`config.mk`:
```
export PLATFORM = sky130hd
export DESIGN_NAME = imm_extend_pipe
export DESIGN_NICKNAME = d
export VERILOG_FILES = /design/src/rtl/imm_extend_pipe.sv
export SDC_FILE = /design/constraint.sdc
export NUM_CORES = 1
export LEC_CHECK = 0
export ABC_AREA = 1
export CAP_MARGIN = 20
export CELL_PAD_IN_SITES_DETAIL_PLACEMENT = 0
export CELL_PAD_IN_SITES_GLOBAL_PLACEMENT = 2
export CORE_MARGIN = 2
export CORE_UTILIZATION = 35
export CTS_CLUSTER_SIZE = 30
export DETAILED_ROUTE_END_ITERATION = 12
export PLACE_DENSITY_LB_ADDON = 0.1
export SETUP_SLACK_MARGIN = 0.15
export SLEW_MARGIN = 20
export SYNTH_ARGS = -nofsm -noshare
export SYNTH_HDL_FRONTEND = slang
export SYNTH_SLANG_ARGS = --single-unit
```
`constraint.sdc`:
```
create_clock -name clk -period 8 [get_ports clk]
set_clock_uncertainty 0.15 [all_clocks]
set_input_delay 2.4 -clock clk [delete_from_list [all_inputs] [get_ports clk]]
set_output_delay 2.4 -clock clk [all_outputs]
set_load 0.05 [all_outputs]
```
`src/rtl/imm_extend_pipe.sv`:
```
// imm_extend_pipe: immediate-extension unit with a DEPTH-entry result FIFO.
// Each pushed immediate is extended at push time (sign, zero, upper/LUI, mode 11),
// stored as {err, data}, and presented at the FIFO head through registered outputs.
// Optional feature macro: IMM_EXT_BYTE_MODE_EN
//   defined     -> mode 11 is a byte sign-extend (LB), err bit 0 (needs IN_W >= 8)
//   not defined -> mode 11 is illegal: data 0, err bit 1, entry still queued
module imm_extend_pipe #(
   parameter int IN_W  = 16,
   parameter int OUT_W = 32,
   parameter int DEPTH = 2,
   localparam int CNT_W = $clog2(DEPTH + 1)
) (
   input  logic             clk,
   input  logic             reset,
   input  logic             flush,
   input  logic             in_valid,
   output logic             in_ready,
   input  logic [IN_W-1:0]  imm_in,
   input  logic [1:0]       mode_in,
   output logic             out_valid,
   input  logic             out_ready,
   output logic [OUT_W-1:0] imm_out,
   output logic             err_out,
   output logic [CNT_W-1:0] count
);

   localparam int PTR_W = (DEPTH > 1) ? $clog2(DEPTH) : 1;
   localparam int ENT_W = OUT_W + 1;

   // Extension of one immediate into a FIFO entry {err, data}.
   function automatic logic [ENT_W-1:0] ext_fn(input logic [IN_W-1:0] imm,
                                               input logic [1:0]      mode);
      logic [ENT_W-1:0] ent;
      case (mode)
         2'b00:   ent = {1'b0, {(OUT_W-IN_W){imm[IN_W-1]}}, imm};
         2'b01:   ent = {1'b0, {(OUT_W-IN_W){1'b0}}, imm};
         2'b10:   ent = {1'b0, imm, {(OUT_W-IN_W){1'b0}}};
`ifdef IMM_EXT_BYTE_MODE_EN
         2'b11:   ent = {1'b0, {(OUT_W-8){imm[7]}}, imm[7:0]};
`else
         2'b11:   ent = {1'b1, {OUT_W{1'b0}}};
`endif
         default: ent = {ENT_W{1'b0}};
      endcase
      return ent;
   endfunction

   logic [ENT_W-1:0] mem_q [DEPTH];
   logic [PTR_W-1:0] wr_q, wr_d;
   logic [PTR_W-1:0] rd_q, rd_d;
   logic [CNT_W-1:0] count_q, count_d;
   logic [ENT_W-1:0] head_q, head_d;
   logic [ENT_W-1:0] new_entry_s;
   logic             push_s;
   logic             pop_s;

   assign in_ready    = (count_q != CNT_W'(DEPTH));
   assign out_valid   = (count_q != {CNT_W{1'b0}});
   assign push_s      = in_valid && in_ready;
   assign pop_s       = out_valid && out_ready;
   assign new_entry_s = ext_fn(imm_in, mode_in);
   assign imm_out     = head_q[OUT_W-1:0];
   assign err_out     = head_q[OUT_W];
   assign count       = count_q;

   // Next-state for pointers, occupancy and the registered head (holds last pop when empty).
   always_comb begin
      wr_d    = wr_q;
      rd_d    = rd_q;
      count_d = count_q;
      head_d  = head_q;
      if (flush) begin
         wr_d    = {PTR_W{1'b0}};
         rd_d    = {PTR_W{1'b0}};
         count_d = {CNT_W{1'b0}};
         head_d  = {ENT_W{1'b0}};
      end else begin
         if (push_s) begin
            wr_d = wr_q + PTR_W'(1);
         end else begin
            wr_d = wr_q;
         end
         if (pop_s) begin
            rd_d = rd_q + PTR_W'(1);
         end else begin
            rd_d = rd_q;
         end
         case ({push_s, pop_s})
            2'b10:   count_d = count_q + CNT_W'(1);
            2'b01:   count_d = count_q - CNT_W'(1);
            default: count_d = count_q;
         endcase
         if (count_d != {CNT_W{1'b0}}) begin
            // The new head is the incoming entry when nothing older survives this edge.
            if ((count_q == {CNT_W{1'b0}}) || ((count_q == CNT_W'(1)) && pop_s)) begin
               head_d = new_entry_s;
            end else begin
               head_d = mem_q[rd_d];
            end
         end else begin
            head_d = head_q;
         end
      end
   end

   // State registers; async reset discards everything, flush is folded into the _d values.
   always_ff @(posedge clk or posedge reset) begin
      if (reset) begin
         wr_q    <= {PTR_W{1'b0}};
         rd_q    <= {PTR_W{1'b0}};
         count_q <= {CNT_W{1'b0}};
         head_q  <= {ENT_W{1'b0}};
      end else begin
         wr_q    <= wr_d;
         rd_q    <= rd_d;
         count_q <= count_d;
         head_q  <= head_d;
      end
   end

   // FIFO storage write; a flush cycle drops the push.
   always_ff @(posedge clk or posedge reset) begin
      if (reset) begin
         for (int i = 0; i < DEPTH; i++) begin
            mem_q[i] <= {ENT_W{1'b0}};
         end
      end else if (push_s && !flush) begin
         mem_q[wr_q] <= new_entry_s;
      end
   end

endmodule
```
==> results of run 1 <==
cell usage in the layout (no fill, tap or decap), types with 2 or more instances in the layout:
cell type,netlist,layout
inv_2,4,4
dfrtp_1,103,103
a21oi_1,15,15
nand2_1,281,281
nand2_2,9,9
ha_1,3,3
clkdlybuf4s50_1,0,58
nor2_4,3,3
nor2_1,21,21
buf_4,6,4
inv_1,102,101
o21ai_0,67,67
nand3_1,80,80
clkbuf_16,0,9
clkbuf_1,14,2
critical path: stages (launching register included):
cell	delay, ns
dfrtp_1	0.41
inv_1	0.12
ha_1	0.28
inv_2	0.09
clkdlybuf4s50_1	0.79
power by group through the flow:
stage	clock network, uW	registers (uW)	logic (uW)
6_report	404	767	1020
5_1_grt	435	789	1170
4_1_cts	419	769	1050
3_5_place_dp	0	778	1040
3_3_place_gp	0	774	1030
2_1_floorplan	0	923	627
layer usage:
layer / track usage (%) / vias to the layer above
met5: 0 / -
met4: 6.787 / 0
met3: 2.554 / 15
met2: 27.96 / 74
met1: 26.80 / 2089
li1: - / 2288
worst max path at each step:
stage                     slack (ns)                endpoint  cells past startpoint
after floorplan                 2.75      count[0]$_DFF_PP0_                      1
after global placement          2.99  head_q[18]$_DFFE_PP0P_                      9
after detailed placement        2.90  head_q[20]$_DFFE_PP0P_                      9
after CTS                       3.26  head_q[20]$_DFFE_PP0P_                      9
after global routing            3.10   mem_q[17]$_DFFE_PP0P_                      6
final                           3.42               out_valid                      4
state kept, by name (all words and copies together), names as in the netlist:
signal / count
rd_q: 1
count: 2
head_q: 33
wr_q: 1
mem_q: 66
cell type report:
cell class / count / area (um^2)
Clock buffer: 12 / 246.5
Clock inverter: 1 / 7.507
Fill cell: 1567 / 8848
Inverter: 106 / 400.4
Multi-Input combinational cell: 482 / 2102
Sequential cell: 103 / 2577
Tap cell: 188 / 235.2
Timing Repair Buffer: 63 / 615.6
logic make-up (layout without fill, tap and decap cells):
| kind of cell | after synthesis | after routing |
|---|---|---|
| flip-flops | 103 | 103 |
| AND/OR/NAND/NOR | 396 | 396 |
| adder cells (fa/ha/maj) | 3 | 3 |
| AO/OA/AOI/OAI | 83 | 83 |
| buffers and inverters | 148 | 182 |
metrics by stage:
stage	area, um^2	hold WS (ns)
5_1_grt	6185	0.3522
2_1_floorplan	5314	0.3030
4_1_cts	6190	0.3392
6_report	6185	0.3337
3_5_place_dp	5936	0.3229
3_3_place_gp	5936	0.3168
synthesized netlist by cell type:
| master | instances |
|---|---|
| nand2_1 | 281 |
| dfrtp_1 | 103 |
| inv_1 | 102 |
| nand3_1 | 80 |
| o21ai_0 | 67 |
| nor2_1 | 21 |
| a21oi_1 | 15 |
| clkbuf_1 | 14 |
| buf_2 | 13 |
| nand2_2 | 9 |
| buf_4 | 6 |
| buf_6 | 6 |
| inv_2 | 4 |
| buf_1 | 3 |
| ha_1 | 3 |
| nor2_4 | 3 |
| a21oi_2 | 1 |
| nand2_4 | 1 |
| nor3_1 | 1 |
==> reports/results.ini, run 1 <==
[worst_setup_path]
end_kind=output pin
path_max_fanout=5
setup.worst_path.start=count[0]$_DFF_PP0_
arrival_ns=2.03
start_kind=flip-flop
rr_startpoint=count[0]$_DFF_PP0_
cp.required_ns=5.45
timing.reg2reg.setup_slack_ns=5.25
path_class=flip-flop to output pin
reg2reg_depth=10
r2r-end=head_q[8]$_DFFE_PP0P_

[synth]
netlist_area_um2=5314
synth_fa_ha_area_share_pct=0.7064
synthTopCellsByArea=dfrtp_1 49%, nand2_1 20%, nand3_1 7.5%
synth-compound-area-share_pct=7.888
syn_nets=759
synth_area_leader_cell=dfrtp_1
postSynthCellCount=733
yosysWarnings=0
muxShareOfSynthArea_pct=0
yosysUniqueCellTypes=19
synth.top_cell.area_share_pct=48.50
synth-xor-area-share_pct=0
synth-seq-cells=103
avgSynthCellArea_um2=7.249
yosys.area_share.simple_pct=30.87
synth_top_family_by_area=simple AND/OR/NAND/NOR gates
yosysSeqAreaShare_pct=48.50

[power]
internal_power_uw=1209
p_sw_uw=985.6
power_frac_comb_pct=46.7
seqPwrFrac_pct=34.9
netSwitchingFraction_pct=44.90
power.clock.fraction_pct=18.4
power_density_nw_per_um2=354.9
p_leak_uw=0.003223
finalPower_uw=2195
ir_drop_uv=115.8

[layout]
num_antenna_cells=0
syn2layout_area_growth_pct=16.39
final_util_pct=41.14
nets=791
drive_gt1_share_pct=4.694
layout.cells.non_filler=955

[sta]
finalHoldViolCount=0
tightest_slew_ns=0.8345
rsz0062_at_grt=false
maxSlewViolCount=0
layout_setup_ws_ns=3.423
fmax_mhz=218.5
setup_viol=0
maxSlewHeadroom_pct=44.24
fin_crit_sh_pct=57.21
finalCriticalPeriod_ns=4.577
fin_setup_tns_ns=0

[grt]
grt_max_degree=57
antenna_found_initial=0
grt_pass1_vias=4423
gr-total-overflow=0
grt_pass1_wl_um=23290
grt_usage_pct=18.38

[die]
rows=45
initial_core_util_pct=35.35
chipWidth_um=127.2
pin_count=60
die_y_um=127.2
die_area_um2=16180
core_area_um2=15030

[route]
dr.max_layer_used=met4
firstDrtPassIters=4
vias=4466
avgRoutedWirePerCell_um=14.65
dr_wl_met2_um=6148
routed_via_density=4.676
totalWireLength_um=13990
met1Wirelength_um=7201
ant_nets=0
wl_met3_um=419
dr.first_iter.drc_count=247
drcViolationCount=0

[hold_path]
whs_path_depth=2
hold_path_class=flip-flop to flip-flop
hp-start=mem_q[18]$_DFFE_PP0P_
min_to=mem_q[18]$_DFFE_PP0P_

[clock_network]
cts_num_sinks=103
root_buffer=clkbuf_16
postCtsSetupBuffers=0
clockBufferDepth=2
holdBufCountCts=0
cts_max_level=3
clkLatencyLatePin_ns=0.35
clkTransAtPathRegs_ns=0.06
numCtsBuffers=9
cts_resized=0
cts_tree=built

[outcome]
status=completed

[placed_design]
io_buffers=59
place_congestion=0.7477
place_hpwl_um=8937
dp.cells=942
dp_slack_ns=2.899

[run]
cap_violations=0

(Power assumes the default switching activity.)
==> run 2, diff against run 1 <==
--- a/config.mk
+++ b/config.mk
@@ -10,7 +10,7 @@
 export CELL_PAD_IN_SITES_DETAIL_PLACEMENT = 0
 export CELL_PAD_IN_SITES_GLOBAL_PLACEMENT = 2
 export CORE_MARGIN = 2
-export CORE_UTILIZATION = 35
+export CORE_UTILIZATION = 32
 export CTS_CLUSTER_SIZE = 30
 export DETAILED_ROUTE_END_ITERATION = 12
 export PLACE_DENSITY_LB_ADDON = 0.1
==> constraint.sdc (replaced) <==
create_clock -name clk -period 4.8 [get_ports clk]
set_clock_uncertainty 0.15 [all_clocks]
set_input_delay 1.44 -clock clk [delete_from_list [all_inputs] [get_ports clk]]
set_output_delay 1.44 -clock clk [all_outputs]
set_load 0.05 [all_outputs]
==> run 2 against run 1 <==
- die area up 9.1%
- combinational power up 71%
- first-iteration DRC count down 8.9%
- total power up 73%
- critical path depth unchanged
- routed wire length up 9.1%
- final area up 2.1%
==> reports/results.ini, run 2 (same netlist as run 1, synthesis figures left out) <==
[die]
die_y_um=132.9
core_area_um2=16410
die_area_um2=17650
initial_core_util_pct=32.39
chipWidth_um=132.9
pin_count=60
rows=47

[route]
totalWireLength_um=15270
routed_via_density=4.574
dr_wl_met2_um=7076
dr.first_iter.drc_count=225
wl_met3_um=547
avgRoutedWirePerCell_um=15.37
vias=4542
dr.max_layer_used=met4
ant_nets=0
firstDrtPassIters=5
drcViolationCount=0
met1Wirelength_um=7406

[worst_setup_path]
end_kind=output pin
reg2reg_depth=11
arrival_ns=2.05
start_kind=flip-flop
timing.reg2reg.setup_slack_ns=2.32
cp.required_ns=3.21
path_max_fanout=5
path_class=flip-flop to output pin

[power]
power_density_nw_per_um2=603.0
p_sw_uw=1696
ir_drop_uv=211.6
p_leak_uw=0.003271
netSwitchingFraction_pct=44.55
finalPower_uw=3808
power_frac_comb_pct=45.7
internal_power_uw=2112
power.clock.fraction_pct=20.6
seqPwrFrac_pct=33.7

[layout]
regMostFlops=mem_q
layout_commonest_cell=nand2_1
num_antenna_cells=0
nets=796
final_cell_mix=281 x nand2_1, 103 x dfrtp_1, 101 x inv_1
syn2layout_area_growth_pct=18.84
drive_gt1_share_pct=5.433
largest_reg_flops=66
fillerInstances=1734

[sta]
maxSlewViolCount=0
rsz0062_at_grt=false
fin_setup_tns_ns=0
layout_setup_ws_ns=1.163
fmax_mhz=275.0
finalCriticalPeriod_ns=3.637
setup_viol=0
maxSlewHeadroom_pct=38.94
finalHoldViolCount=0
fin_crit_sh_pct=75.77
tightest_slew_ns=0.9138

[grt]
gr-total-overflow=0
grt_max_degree=52
grt_usage_pct=18.19
grt_pass1_vias=4541
grt_pass1_wl_um=24980
antenna_found_initial=0

[clock_network]
postCtsSetupBuffers=0
holdBufCountCts=0
cts_num_sinks=103
clockBufferDepth=2
cts_resized=0
numCtsBuffers=9
root_buffer=clkbuf_16
clkTransAtPathRegs_ns=0.06
cts_max_level=3
clkLatencyLatePin_ns=0.35
cts_tree=built

[placed_design]
place_hpwl_um=9649
place_congestion=0.7553
io_buffers=59
dp_slack_ns=1.086

[outcome]
status=completed

[run]
cap_violations=0

[hold_path]
whs_path_depth=2
hold_path_class=flip-flop to flip-flop

-- run 2: cell count changes in the layout (fill, tap and decap cells not counted) --
| cell | before | now |
|---|---|---|
| buf_4 | 4 | 9 |
| bufinv_16 | 0 | 2 |
| buf_2 | 1 | 0 |
| clkbuf_1 | 2 | 1 |
| clkbuf_8 | 1 | 0 |
| clkdlybuf4s50_1 | 58 | 59 |
| clkinv_2 | 0 | 1 |
-- run 2: layer usage --
| metal | track usage, % | vias to the layer above |
|---|---|---|
| li1 | - | 2303 |
| met1 | 25.30 | 2138 |
| met2 | 29.33 | 88 |
| met3 | 2.337 | 13 |
| met4 | 6.213 | 0 |
| met5 | 0 | - |
-- run 2: power groups by stage --
stage          sequential, uW  clock (uW)  combinational (uW)
2_1_floorplan            1540           0                1050
3_3_place_gp             1290           0                1760
3_5_place_dp             1300           0                1770
4_1_cts                  1280         808                1780
5_1_grt                  1320         848                1960
6_report                 1280         785                1740
-- run 2: path summary, 6_finish.rpt --
kind,startpoint,end
worst max-delay path,count[0]$_DFF_PP0_,out_valid
worst min-delay path,mem_q[61]$_DFFE_PP0P_,mem_q[61]$_DFFE_PP0P_
worst max register to register,count[0]$_DFF_PP0_,head_q[3]$_DFFE_PP0P_
worst min register to register,mem_q[61]$_DFFE_PP0P_,mem_q[61]$_DFFE_PP0P_
max in group asynchronous,reset,head_q[28]$_DFFE_PP0P_
min in group asynchronous,reset,mem_q[48]$_DFFE_PP0P_
-- run 2: final cells by class --
| class | instances | area (um^2) | area share (%) |
|---|---|---|---|
| Tap cell | 220 | 275.3 | 4.359 |
| Timing Repair Buffer | 68 | 658.1 | 10.42 |
| Clock inverter | 4 | 72.57 | 1.149 |
| Sequential cell | 103 | 2577 | 40.82 |
| Multi-Input combinational cell | 482 | 2102 | 33.29 |
| Inverter | 106 | 400.4 | 6.340 |
| Clock buffer | 10 | 229.0 | 3.626 |
-- run 2: critical path, cell delays in order (launching register included) --
cell and delay, ns:
dfrtp_1 0.42, inv_1 0.12, ha_1 0.29, inv_2 0.08
clkdlybuf4s50_1 0.80
-- run 2: through the flow --
stage          utilization (%)  hold slack [ns]  cell area [um^2]  std cells
2_1_floorplan                -           0.3030              5314        733
3_3_place_gp             36.65           0.3156              6013        979
3_5_place_dp             36.65           0.3232              6013        979
4_1_cts                  38.49           0.3398              6315        993
5_1_grt                  38.49           0.3538              6315        993
6_report                 38.49           0.3365              6315        993
==> variant 1, RTL diff (config.mk and constraints of run 1) <==
Put a register stage on the output `err_out`, with the module's reset. The value now appears one clock later. The other outputs are not delayed to match.
--- a/src/rtl/imm_extend_pipe.sv
+++ b/src/rtl/imm_extend_pipe.sv
@@ -60,7 +60,13 @@
    assign pop_s       = out_valid && out_ready;
    assign new_entry_s = ext_fn(imm_in, mode_in);
    assign imm_out     = head_q[OUT_W-1:0];
-   assign err_out     = head_q[OUT_W];
+   always_ff @(posedge clk or posedge reset) begin
+      if (reset) begin
+         err_out <= '0;
+      end else begin
+         err_out <= head_q[OUT_W];
+      end
+   end
    assign count       = count_q;
 
    // Next-state for pointers, occupancy and the registered head (holds last pop when empty).
Function: changed (a bounded check fails within 4 cycles, from zero or initial values and one cycle with reset high).
==> variant 1 against run 1 <==
  * Count of clock-buffer cells in the layout down 2
  * Wire length up 5.5%
  * Power up 5.1%
  * Synthesized area up 5.0%
  * First-iteration DRC count down 11%
  * Sequential share of layout area down 0.45 points
  * Cell area up 2.1%
  * Hold slack worse by 0.094 ns
  * Non-clock buffer count up 1
  * Sequential power up 1%
  * Sequential cell count up 1
  * Setup slack worse by 0.043 ns
  * Critical path type unchanged
==> variant 1: results (changes against run 1) <==
Outcome
  – Status: finished clean (unchanged)

Final layout
  – Clock-cell share: 4.90% (was 4.11%)
  – Ratio of cells with drive above 1 in the final layout: 5.06% (was 4.69%)
  – Buffering overhead: 9.95% (about the same)
  – Seq_cells: 104 (was 103)
  – Reg area: 2600 um2 (was 2580 um2)
  – Clock buffer cells: 10 (was 12)
  – Bufs w/o clock: 64 (was 63)
  – # fillers: 1635 (was 1567)
  – Fin util: 40.2% (was 41.1%)

Worst setup path
  – Reg2Reg Setup Slack: 5.21 ns (was 5.25 ns)

Power
  – Sw frac: 44.4% (was 44.9%)
  – Max VDD drop: 0.000247 V (was 0.000116 V)
  – Pleak: 3.27 nW (was 3.22 nW)
  – Combinational Power Share: 45.4% (was 46.7%)

Synthesis
  – Most instantiated cells after synthesis: nand2_1 (281), dfrtp_1 (104), inv_1 (102) (was nand2_1 (281), dfrtp_1 (103), inv_1 (102))
  – Top cells by area, synth: dfrtp_1 (47%), nand2_1 (19%), nand3_1 (7.2%) (was dfrtp_1 (49%), nand2_1 (20%), nand3_1 (7.5%))
  – Adder-Cell Fraction of Synth Area: 0.673% (was 0.706%)
  – Compound-Gate Fraction of Synth Area: 7.51% (was 7.89%)
  – Syn Area/Cell: 7.28 um2 (was 7.25 um2)
  – Seq/Total Area, Yosys: 46.6% (was 48.5%)

Global route
  – GRT Total Usage: 18.4% (about the same)
  – Largest net degree at the start of global routing: 67 (was 57)

Drt
  – Via Count: 4610 (was 4466)
  – DRT iter0 DRCs: 220 (was 247)

Placed design
  – DP HPWL: 9.15 mm (was 8.94 mm)
  – DP Area: 6000 um2 (was 5940 um2)
  – Routability cong.: 0.735 (was 0.748)
  – Placed instance count: 972 (was 942)
  – Dpl ws: 3.04 ns (was 2.90 ns)

Timing
  – Tcrit/Tclk final: 57.7% (was 57.2%)
  – Worst-case hold slack: 0.239 ns (was 0.334 ns)

Worst hold path
  – Hold path endpoint: err_out$_DFF_PP0_ (was mem_q[18]$_DFFE_PP0P_)
  – Hold Path Cell Cnt: 0 (was 2)
  – Hold_sp: head_q[32]$_DFFE_PP0P_ (was mem_q[18]$_DFFE_PP0P_)
variant 1: cell types whose count changed in the layout (fill, tap and decap cells not counted), sizes merged:
| cell | change |
|---|---|
| clkdlybuf4s50 | +1 |
| bufinv | +2 |
| dfrtp | +1 |
| clkinv | +2 |
| clkinvlp | -1 |
| clkbuf | -2 |
variant 1: per-layer routing:
metal / track usage (%) / share of wire, %
met1: 25.7 / 48
met2: 29.9 / 47
met3: 2.46 / 3.4
met4: 5.76 / 1.3
met5: 0 / 0
variant 1: power groups by stage:
stage	Combinational [W]	Sequential (W)	Clock, W
floorplan	0.000835	0.000789	0
global placement	0.00105	0.000787	0
detailed placement	0.00106	0.000789	0
CTS	0.00106	0.000779	0.000495
global route	0.00118	0.000800	0.000512
finish	0.00105	0.000778	0.000481
==> variant 2, RTL diff (flow settings as in run 1) <==
Made on the original files. Change the parameter `OUT_W` from 32 to 40.
--- a/src/rtl/imm_extend_pipe.sv
+++ b/src/rtl/imm_extend_pipe.sv
@@ -6,7 +6,7 @@
 //   not defined -> mode 11 is illegal: data 0, err bit 1, entry still queued
 module imm_extend_pipe #(
    parameter int IN_W  = 16,
-   parameter int OUT_W = 32,
+   parameter int OUT_W = 40,
    parameter int DEPTH = 2,
    localparam int CNT_W = $clog2(DEPTH + 1)
 ) (
Ports: changed (resized imm_out); port bits go from 60 to 68. The function was not compared with the original's and may differ.
==> variant 2 against run 1 <==
  * Non-clock buffer count grew 9
  * Cell area grew 3.9%
  * Power grew 19%
  * Setup slack lost 0.25 ns
  * Synthesized cell count shrank 0.27%
  * First-iteration DRC count grew 6.5%
  * Cell count grew 0.63%
  * Combinational power grew 25%
  * Wire length grew 11%
  * Sequential cell count grew 3
  * Critical path type is now primary input to flip-flop
  * Synthesized area grew 1.5%
  * Utilization grew 1.3 points
  * Register-to-register slack gained 0.10 ns
==> variant 2: results (changes against run 1) <==
Placed design
  – DP Area: 6070 um2 (was 5940 um2)
  – DP HPWL: 9.05 mm (was 8.94 mm)
  – Buffers added on ports: 67 (was 59)
  – Dpl ws: 2.78 ns (was 2.90 ns)
  – Routability cong.: 0.721 (was 0.748)

Global route
  – First-pass GRT wire length: 25.0 mm (was 23.3 mm)
  – GRT Total Usage: 19.9% (was 18.4%)
  – Largest net degree at the start of global routing: 68 (was 57)
  – Vias in the first global route: 4657 (was 4423)

Synthesis
  – Synth unique cells: 21 (was 19)
  – Top cells by area, synth: dfrtp_1 (49%), nand2_1 (20%), nand3_1 (6.8%) (was dfrtp_1 (49%), nand2_1 (20%), nand3_1 (7.5%))
  – Most instantiated cells after synthesis: nand2_1 (283), dfrtp_1 (106), inv_1 (96) (was nand2_1 (281), dfrtp_1 (103), inv_1 (102))
  – Top-area cell type share of the netlist area: 49.2% (was 48.5%)
  – Seq/Total Area, Yosys: 49.2% (was 48.5%)
  – Post-Syn Nets: 757 (was 759)

Worst setup path
  – Reg2Reg Setup Slack: 5.35 ns (was 5.25 ns)
  – R2R Path End: head_q[32]$_DFFE_PP0P_ (was head_q[8]$_DFFE_PP0P_)
  – Worst Setup SP: mode_in[1] (was count[0]$_DFF_PP0_)
  – Worst setup path endpoint: head_q[31]$_DFFE_PP0P_ (was out_valid)
  – Critical path arrival: 4.96 ns (was 2.03 ns)
  – R2R depth: 11 (was 10)
  – Max FO, Critical Path: 20 (was 5)

Final layout
  – Final nets: 794 (was 791)
  – Ratio of cells with drive above 1 in the final layout: 5.43% (was 4.69%)
  – Largest Register: mem_q (unchanged)
  – Largest register FFs: 68 (was 66)

Power
  – Pleak: 3.28 nW (was 3.22 nW)
  – Max VDD drop: 0.000250 V (was 0.000116 V)

Drt
  – DRT iter0 DRCs: 263 (was 247)
  – Aggregate routed wire length: 15.5 mm (was 14.0 mm)
  – Via-to-Cell Ratio: 4.88 (was 4.68)

Outcome
  – Status: finished clean (unchanged)

Timing
  – Relative slew slack: 32.5% (was 44.2%)
  – Final setup margin: 3.17 ns (was 3.42 ns)
## variant 2: cell types whose count changed after synthesis, moves of 3 or more
cell     before  now
a21oi_1      15    0
o21ai_1       0   14
dfrtp_1     103  106
nand3_1      80   73
buf_1         3    0
buf_4         6   19
inv_1       102   96
buf_6         6    3
## variant 2: per-layer routing
layer / vias to the layer above / track usage, % / routed length, um
met5: - / 0 / 0
met4: 0 / 7.56 / 395
met3: 28 / 2.42 / 599
met2: 108 / 32.7 / 7200
met1: 2254 / 26.8 / 7330
li1: 2298 / - / -
## variant 2: critical path, stage by stage
cell and delay (ns):
clkdlybuf4s50_1 1.07, nand2_1 0.66, o21ai_0 0.52, nand2_1 0.09
nand2_1 0.09, nand2_1 0.05, nand2_1 0.08
## variant 2: cell type report
| class | count | area [um2] |
|---|---|---|
| fillers | 1532 | 8720 |
| flip-flops and latches | 106 | 2650 |
| multi-input cells | 477 | 2090 |
| repair buffers | 72 | 708 |
| inverters | 102 | 385 |
| clock buffers | 12 | 256 |
| well taps | 188 | 235 |
| clock inverters | 4 | 97.6 |
## variant 2: cell families after synthesis
| kind of cell | Yosys count | share of synthesized area [%] |
|---|---|---|
| buf+inv | 148 | 12.3 |
| compound gates | 85 | 8.05 |
| simple gates | 389 | 29.8 |
| fa+ha+maj | 3 | 0.696 |
| flops | 106 | 49.2 |
## variant 2: worst min-delay path by stage
stage | end | start | slack (ns)
2_1_floorplan | mem_q[40]$_DFFE_PP0P_ | mem_q[40]$_DFFE_PP0P_ | 0.34
3_3_place_gp | head_q[7]$_DFFE_PP0P_ | head_q[7]$_DFFE_PP0P_ | 0.34
3_5_place_dp | head_q[10]$_DFFE_PP0P_ | head_q[10]$_DFFE_PP0P_ | 0.34
4_1_cts | head_q[10]$_DFFE_PP0P_ | head_q[10]$_DFFE_PP0P_ | 0.36
5_1_grt | head_q[10]$_DFFE_PP0P_ | head_q[10]$_DFFE_PP0P_ | 0.38
6_report | head_q[10]$_DFFE_PP0P_ | head_q[10]$_DFFE_PP0P_ | 0.36
## variant 2: stage by stage
step	instances	hold slack (ns)
6_report	961	0.357
5_1_grt	961	0.383
4_1_cts	961	0.362
3_5_place_dp	945	0.343
3_3_place_gp	945	0.341
2_1_floorplan	731	0.336
## variant 2: power breakdown
part	leakage, nW	internal (W)	switching [W]
logic	1.71	0.000353	0.000915
registers	1.39	0.000738	0.0000835
clock network	0.169	0.000324	0.000206
total	3.28	0.00141	0.00120
